--- config.mk ---
export PLATFORM = sky130hd
export DESIGN_NAME = matmul_addr_ctrl
export DESIGN_NICKNAME = d
export VERILOG_FILES = /design/src/rtl/matmul_pkg.sv /design/src/rtl/matmul_tag_pipe.sv /design/src/rtl/matmul_addr_ctrl.sv
export SDC_FILE = /design/constraint.sdc
export NUM_CORES = 1
export LEC_CHECK = 0
export BUFFER_PORTS_ARGS = -buffer_cell sky130_fd_sc_hd__buf_2
export CORE_ASPECT_RATIO = 0.75
export CORE_MARGIN = 1.5
export CORE_UTILIZATION = 44
export CTS_CLUSTER_SIZE = 20
export DETAILED_ROUTE_END_ITERATION = 10
export PLACE_DENSITY = 0.62
export REMOVE_ABC_BUFFERS = 1
export SETUP_SLACK_MARGIN = 0.02
export SYNTH_ARGS = -nofsm -noshare
export SYNTH_HDL_FRONTEND = slang
export SYNTH_HIERARCHICAL = 1
export SYNTH_SLANG_ARGS = --single-unit
export TNS_END_PERCENT = 20
--- constraint.sdc ---
create_clock -name clk -period 3.1 [get_ports clk]
set_input_delay 0.155 -clock clk [delete_from_list [all_inputs] [get_ports clk]]
set_output_delay 0.155 -clock clk [all_outputs]
set_load 0.03 [all_outputs]
--- src/rtl/matmul_pkg.sv ---
// Shared types and constants for the matrix-multiply address sequencer.
// Holds the FSM encoding, default sizing, a clog2 helper and the beat tag.
package matmul_pkg;

  typedef enum logic [2:0] {
    IDLE,
    INIT,
    RUN,
    DRAIN,
    DONE
  } ctrlState_t;

  localparam int DefN     = 8;
  localparam int DefAw    = 8;
  localparam int DefRdLat = 1;

  typedef struct packed {
    logic valid;
    logic first;
    logic last;
  } beatTag_t;

  // Never returns less than 1 so counters stay at least one bit wide.
  function automatic int clog2(input int v);
    int r;
    r = 1;
    while ((1 << r) < v) r = r + 1;
    return r;
  endfunction

endpackage

--- src/rtl/matmul_tag_pipe.sv ---
// Delays beat tags by the A/B memory read latency.
// Ports: clk, reset (async), flush (sync clear), tagIn, tagOut.
module matmul_tag_pipe
  import matmul_pkg::*;
#(
  parameter int Depth = DefRdLat
) (
  input  logic     clk,
  input  logic     reset,
  input  logic     flush,
  input  beatTag_t tagIn,
  output beatTag_t tagOut
);

  beatTag_t stage [Depth];

  always_ff @(posedge clk or posedge reset) begin
    if (reset) begin
      for (int i = 0; i < Depth; i++) stage[i] <= '0;
    end else if (flush) begin
      for (int i = 0; i < Depth; i++) stage[i] <= '0;
    end else begin
      stage[0] <= tagIn;
      for (int i = 1; i < Depth; i++) stage[i] <= stage[i-1];
    end
  end

  assign tagOut = stage[Depth-1];

endmodule

--- src/rtl/matmul_addr_ctrl.sv ---
// Sequencer for AddrReg_DP, MAC strobes and row-major C memory writes.
// Ports: clk, reset, start, abort -> busy, done, addr_rst, addr_load,
//        mac_clr, mac_en, c_we, c_addr.
module matmul_addr_ctrl
  import matmul_pkg::*;
#(
  parameter int N      = DefN,
  parameter int AW     = DefAw,
  parameter int RD_LAT = DefRdLat
) (
  input  logic          clk,
  input  logic          reset,
  input  logic          start,
  input  logic          abort,
  output logic          busy,
  output logic          done,
  output logic          addr_rst,
  output logic          addr_load,
  output logic          mac_clr,
  output logic          mac_en,
  output logic          c_we,
  output logic [AW-1:0] c_addr
);

  localparam int Half = N / 2;
  localparam int KW   = clog2(Half);
  localparam int EW   = clog2(N * N);

  localparam logic [KW-1:0] KLast = KW'(Half - 1);
  localparam logic [EW-1:0] ELast = EW'(N * N - 1);
  localparam logic [AW-1:0] CLast = AW'(N * N - 1);

  ctrlState_t    state;
  ctrlState_t    nextState;
  logic [KW-1:0] k;
  logic [EW-1:0] elem;
  logic          cWeQ;
  logic [AW-1:0] cAddrQ;
  logic          flush;
  logic          lastBeat;
  logic          lastWrite;
  beatTag_t      tagIn;
  beatTag_t      tagOut;

  assign flush     = abort && (state != IDLE);
  assign lastBeat  = (k == KLast) && (elem == ELast);
  assign lastWrite = cWeQ && (cAddrQ == CLast);

  always_ff @(posedge clk or posedge reset) begin
    if (reset) state <= IDLE;
    else       state <= nextState;
  end

  always_comb begin
    nextState = state;
    unique case (state)
      IDLE:    if (start && !abort) nextState = INIT;
      INIT:    nextState = RUN;
      RUN:     if (lastBeat) nextState = DRAIN;
      DRAIN:   if (lastWrite) nextState = DONE;
      DONE:    nextState = IDLE;
      default: nextState = IDLE;
    endcase
    if (flush) nextState = IDLE;
  end

  always_ff @(posedge clk or posedge reset) begin
    if (reset) begin
      k    <= '0;
      elem <= '0;
    end else if (state == INIT) begin
      k    <= '0;
      elem <= '0;
    end else if (state == RUN) begin
      if (k == KLast) begin
        k    <= '0;
        elem <= elem + 1'b1;
      end else begin
        k <= k + 1'b1;
      end
    end
  end

  always_comb begin
    tagIn       = '0;
    tagIn.valid = (state == RUN);
    tagIn.first = (state == RUN) && (k == '0);
    tagIn.last  = (state == RUN) && (k == KLast);
  end

  matmul_tag_pipe #(
    .Depth (RD_LAT)
  ) uTagPipe (
    .clk    (clk),
    .reset  (reset),
    .flush  (flush),
    .tagIn  (tagIn),
    .tagOut (tagOut)
  );

  // The MAC result is ready the cycle after the element's last beat.
  always_ff @(posedge clk or posedge reset) begin
    if (reset) begin
      cWeQ   <= 1'b0;
      cAddrQ <= '0;
    end else if (flush) begin
      cWeQ <= 1'b0;
    end else begin
      cWeQ <= tagOut.valid && tagOut.last;
      if (state == INIT) cAddrQ <= '0;
      else if (cWeQ)     cAddrQ <= cAddrQ + 1'b1;
    end
  end

  assign busy      = (state != IDLE);
  assign done      = (state == DONE);
  assign addr_rst  = (state == INIT);
  assign addr_load = (state == RUN);
  assign mac_en    = tagOut.valid;
  assign mac_clr   = tagOut.valid && tagOut.first;
  assign c_we      = cWeQ;
  assign c_addr    = cAddrQ;

endmodule

==> impl_results.md, run 1 <==
- Clock power share: 0.212
- Worst Hold Class: input port to flop
- Clock transition at the registers of the reported paths: around 0.08 ns
- Die Y: roughly 50 um
- Dpl hpwl: 1840 um
- Hold depth: 2
- Startpoint types: flop
- Full die area: approximately 0.0033 mm2
- Via density: 5.35
- Post-cts sizing count: 0
- Fin nets: 155
- Starting Density: 0.480
- H-tree depth reported by CTS: 1
- Crit path DAT: around 1.8 ns
- Clock latency on the worst-skew pair: 0.26 ns
- Yosys top cell by area: dfrtp_1
- Seq/Total Area, Yosys: 0.444
- RR Endpoint: c_addr[7]
- First-pass GRT wire length: around 4600 um
- CTS tree: yes
- Initial DRT Pass Iterations: 4
- Max incr delay on CP: 0.66 ns
- Critical Path End Type: output port
- Part of the power in registers: 0.472
- DR iter-0 viols: 91
- Crit share post-route: 0.624
- Setup TNS: 0 ns
- Least-Margin Pin Slew: 0.811 ns
- Vias in the first global route: roughly 950
- Worst path cell trace: nor3b_2 -> buf_2
- Hold Slack: 0.196 ns
- Post-synthesis register bit count: 23
- Number of I/O port buffers: 18
- TritonCTS Sinks: 23
- Antenna Violating Nets Remaining: 0
- Synth-to-Final Area Change: 11.6%
- Sw Share: 0.367
- Vias: between 900 and 1k
- N_diodes: 0
- Hold_sp: abort
- Clock Skew: 0.00445 ns
- CP max FO: 12
- Largest cells by area after synthesis: dfrtp_1 (44%), nor2_1 (4.1%), ha_1 (3.9%)
- Cell family with most CP delay: simple AND/OR/NAND/NOR gates
- Syn avg cell area: 10.0 um2
- Count of cell types in the netlist: 39
- Drt wl/cell: between 10 and 15 um
- Cell area after synthesis: 0.00130 mm2
- Final Max Slew Viols: 0
- Slew margin rel.: 0.459
- Hold EP: state[0]
- Longest Clk Path Bufs: 2
- Non-Filler Instances: 182
- Data required time of the critical path: 2.94 ns
- RSZ-0062 raised after global routing: no
- Fin. Hold Viols: 0
- Core area: 0.00270 mm2
- Setup Viol. Count Final: 0
- Row count: 16
- Top-area cell type share of the netlist area: 0.444
- Largest net degree at the start of global routing: 21
- I/O Pins: 19
- Total Power: 0.000865 W
- Post-route DRC: 0
- Max Fclk: approximately 520 MHz
- Leakage: 0.708 nW
- Max-cap viol count: 0
- Total wire length: 2560 um
- Worst Reg-to-Reg Cells: 4
- Synth warnings: 6
- GPL Wtd Cong: 0.803
- Cells after Synth: 129
- Crit Path Category: flop to output port
- Num CTS Buffers: 3
- Die W: 65.7 um
- Slowest-stage cell, CP: nor3b_2
- CTS root buf: clkbuf_8
- Combinational power share: 0.315
- Placed cells: around 180
- Switch Pwr: 0.000318 W
- R2R setup slack: 1.19 ns
- Global route overflow: 0
- Int Power: 0.000547 W
- Peak VDD IR: 0.297 mV
- Setup bufs post-CTS: 0
- Post-CTS Hold Fix Bufs: 1
- Final critical-path required period: roughly 1.9 ns
- Run status: finished, final reports clean
- Buf/Inv on CP: 1
- All-Layer GR Usage: 0.181
- Layout cell share with drive strength beyond 1: 0.205
- Initial antenna violation count: 0
- Worst reg2reg startpoint: state[0]
- Cell area power density: 598 mW/mm2
## synth_stat cells (all sizes together)
cell / n
a2111o: 1
a21boi: 1
a21oi: 6
a22o: 2
a31oi: 1
and2: 3
and3: 2
and4: 1
and4bb: 1
buf: 5
clkbuf: 1
dfrtp: 23
ha: 4
inv: 5
mux2: 2
mux2i: 5
nand2: 13
nand2b: 7
nand3: 3
nand3b: 1
nand4: 6
nor2: 14
nor2b: 7
nor3: 2
nor3b: 2
nor4b: 1
o21ai: 2
o41ai: 1
or3: 1
xnor2: 1
xor2: 5
## power groups by stage
stage / combinational (W) / sequential [W] / clock (W)
after floorplan: 0.000161 / 0.000444 / 0
after global placement: 0.000266 / 0.000409 / 0
after detailed placement: 0.000272 / 0.000412 / 0
after CTS: 0.000276 / 0.000406 / 0.000192
after global routing: 0.000308 / 0.000421 / 0.000199
final: 0.000273 / 0.000409 / 0.000183
## per-layer routing
metal / global-route usage / vias to the layer above / share of wire / wire length [um]
li1: - / 475 / - / -
met1: 0.264 / 485 / 0.51 / 1290
met2: 0.273 / 12 / 0.46 / 1180
met3: 0.0479 / 2 / 0.029 / 75
met4: 0.0313 / 0 / 0.0051 / 13
met5: 0 / - / 0 / 0
## sequential cells by signal, indices dropped and copies added (netlist names)
| name | count |
|---|---|
| k | 2 |
| c_we | 1 |
| state | 3 |
| c_addr | 8 |
| uTagPipe/tagOut | 3 |
| elem | 6 |
## worst reg2reg max path, cell delays in order (launching register included)
cell and delay [ns]:
dfrtp_1 0.53, nor3b_2 0.66, nand2b_1 0.36, nand2b_1 0.16
mux2i_1 0.08
## cells in the final DEF, fill, tap and decap left out, drive strengths merged, types with 5 or more instances in the layout
| master | netlist | layout |
|---|---|---|
| a21oi | 6 | 6 |
| nor2b | 7 | 7 |
| dfrtp | 23 | 23 |
| nand2b | 7 | 7 |
| buf | 5 | 18 |
| nor2 | 14 | 14 |
| nand2 | 13 | 13 |
| inv | 5 | 5 |
| xor2 | 5 | 5 |
| nand4 | 6 | 6 |
| mux2i | 5 | 5 |
## layout make-up
type	count	area, um2
Fill cell	261	1260
Multi-Input combinational cell	95	662
Sequential cell	23	576
Timing Repair Buffer	19	100
Clock buffer	4	45.0
Tap cell	36	45.0
Inverter	5	18.8
## how the worst max path moves through the flow
stage / from / endpoint / slack, ns / depth (start not counted)
floorplan: state[0] / c_addr[3] / 1.20 / 4
global placement: state[0] / c_addr[2] / 1.37 / 4
detailed placement: state[0] / c_addr[7] / 1.24 / 4
CTS: state[0] / addr_rst / 1.18 / 2
global route: state[0] / c_addr[3] / 1.07 / 4
finish: state[0] / addr_rst / 1.17 / 2
## per-stage QoR
step                utilization  area [um2]  setup slack [ns]
floorplan                     -        1260              1.20
global placement          0.515        1390              1.37
detailed placement        0.515        1390              1.24
CTS                       0.535        1450              1.18
global route              0.535        1450              1.07
finish                    0.535        1450              1.17
## cell families after synthesis
group | Yosys count | synth area share
buffers and inverters | 11 | 0.0454
muxes | 7 | 0.0618
DFF | 23 | 0.444
and+or+nand+nor | 64 | 0.288
AOI/OAI and AO/OA | 14 | 0.0821
adders and majority gates | 4 | 0.0386
xor gates and xnor gates | 6 | 0.0405
(Power assumes the default switching activity.)
==> run 2, diff against run 1 <==
==> constraint.sdc (replaced) <==
create_clock -name clk -period 1.8 [get_ports clk]
set_input_delay 0.09 -clock clk [delete_from_list [all_inputs] [get_ports clk]]
set_output_delay 0.09 -clock clk [all_outputs]
set_load 0.03 [all_outputs]
==> run 2 against run 1 <==
Compared with the run above:
- combinational power increased by 73%
- via count down 2.5%
- sequential power rose by 71%
- global-route usage shrank 0.99 points
- cell count increased by 0.55%
- clock power up 75%
- die area stayed put
- critical path type unchanged
- largest cell class unchanged
- largest power group unchanged
- highest routed layer unchanged
==> impl_results.md, run 2 (synthesis gave the netlist of run 1 again) <==
- Vias: 950 (was 974)
- Initial antenna violation count: 0 (unchanged)
- Critical Path End Type: output port (unchanged)
- Max Fclk: 601 MHz
- Max-cap viol count: 0 (unchanged)
- Leakage: 0.715 nW (was 0.708 nW)
- DR iter-0 viols: 65 (was 91)
- First-pass GRT wire length: 4280 um (was 4550 um)
- Full die area: 0.00328 mm2 (unchanged)
- Total wire length: 2460 um (was 2560 um)
- Slew margin rel.: 0.476 (was 0.459)
- Longest Clk Path Bufs: 2 (unchanged)
- Die W: 65.7 um (unchanged)
- H-tree depth reported by CTS: 1 (unchanged)
- Total Power: 0.00150 W (was 0.000865 W)
- Num CTS Buffers: 3 (unchanged)
- RSZ-0062 raised after global routing: no (unchanged)
- Layout cell share with drive strength beyond 1: 0.218 (was 0.205)
- Synth-to-Final Area Change: 12.7% (was 11.6%)
- CTS tree: yes (unchanged)
- CTS root buf: clkbuf_8 (unchanged)
- Run status: finished, final reports clean (unchanged)
- Dpl hpwl: 1750 um (was 1840 um)
- Row count: 16 (unchanged)
- Clock Skew: 0.00776 ns (was 0.00445 ns)
- CP max FO: 10 (was 12)
- Final core occ: 0.541 (was 0.535)
- Fin nets: 156 (was 155)
- Worst reg2reg startpoint: state[0] (unchanged)
- All-Layer GR Usage: 0.171 (was 0.181)
- Clock transition at the registers of the reported paths: 0.09 ns (was 0.08 ns)
- Commonest non-fill, non-tap cells in the layout: dfrtp_1 (23), buf_2 (18), nor2_1 (14) (unchanged)
- Antenna Violating Nets Remaining: 0 (unchanged)
- Setup Viol. Count Final: 0 (unchanged)
- Max FFs per register: 8 (unchanged)
- Cell area power density: 1020 mW/mm2 (was 598 mW/mm2)
- Worst Hold Class: input port to flop (unchanged)
- Final critical-path required period: 1.66 ns
- Crit share post-route: 0.924
- Post-route DRC: 0 (unchanged)
- Crit Path Category: flop to output port (unchanged)
- Fin. Hold Viols: 0 (unchanged)
- I/O Pins: 19 (unchanged)
- Vias in the first global route: 894 (was 947)
- Drt wl/cell: 13.4 um (was 14.1 um)
- Clock latency on the worst-skew pair: 0.26 ns (about the same)
- Largest net degree at the start of global routing: 21 (unchanged)
- Global route overflow: 0 (unchanged)
- N_diodes: 0 (unchanged)
- TritonCTS Sinks: 23 (unchanged)
- GPL Wtd Cong: 0.792 (was 0.803)
- Via density: 5.19 (was 5.35)
- Initial DRT Pass Iterations: 4 (unchanged)
- Crit path DAT: 1.57 ns (was 1.78 ns)
- Starting Density: 0.480 (unchanged)
- Final Max Slew Viols: 0 (unchanged)
- Data required time of the critical path: 1.71 ns (was 2.94 ns)
- Number of I/O port buffers: 18 (unchanged)
- Peak VDD IR: 0.605 mV (was 0.297 mV)
- Core area: 0.00270 mm2 (unchanged)
- Die Y: 50.0 um (unchanged)
- Commonest non-fill, non-tap cell in the layout: dfrtp_1 (unchanged)
- Hold_sp: abort (unchanged)
- Crit. Startpoint: state[0] (unchanged)
- Least-Margin Pin Slew: 0.785 ns (was 0.811 ns)
- Startpoint types: flop (unchanged)
[run 2: worst paths after layout]
check,end,slack (ns),depth (start not counted)
max reg2reg,c_addr[0],0.28,4
min reg2reg,c_we,0.48,2
min,state[0],0.14,2
max in group asynchronous,k[1],0.79,3
min in group asynchronous,uTagPipe/tagOut[2],0.22,3
max,addr_rst,0.14,3
[run 2: power breakdown]
group          internal, W  switching (W)
Clock             0.000154       0.000167
Sequential        0.000592       0.000109
Combinational     0.000198       0.000275
Total             0.000944       0.000551
[run 2: metal layers]
metal | global-route usage | share of wire | up-vias
li1 | - | - | 482
met1 | 0.255 | 0.51 | 454
met2 | 0.253 | 0.46 | 12
met3 | 0.0479 | 0.031 | 2
met4 | 0.0208 | 0.0053 | 0
met5 | 0 | 0 | -
[run 2: timing repair]
item                                    CTS  global route
hold buffers                              1             0
endpoints found under the setup margin    0             1
setup buffers                             0             0
hold endpoints to repair                  3             0
resized for setup                         0             1
[run 2: cell type report]
cell class | instances | area (um2)
fillers | 256 | 1240
flip-flops and latches | 23 | 576
repair buffers | 20 | 108
well taps | 36 | 45.0
multi-input cells | 95 | 668
clock inverters | 1 | 5.00
clock buffers | 3 | 41.3
inverters | 5 | 18.8
[run 2: critical path: stages, from the launching register on]
cell	delay (ns)
dfrtp_1	0.54
nor3b_4	0.35
buf_4	0.21
buf_2	0.20
[run 2: metrics by stage]
step	instance area, um2	hold slack (ns)	worst slack (ns)	cells	setup TNS (ns)
after floorplan	1260	-0.156	-0.0963	123	-0.468
after global placement	1400	-0.0382	0.357	178	0
after detailed placement	1400	-0.0322	0.261	178	0
after CTS	1460	0.130	0.0705	183	0
after global routing	1460	0.139	0.0529	183	0
final	1460	0.143	0.136	183	0
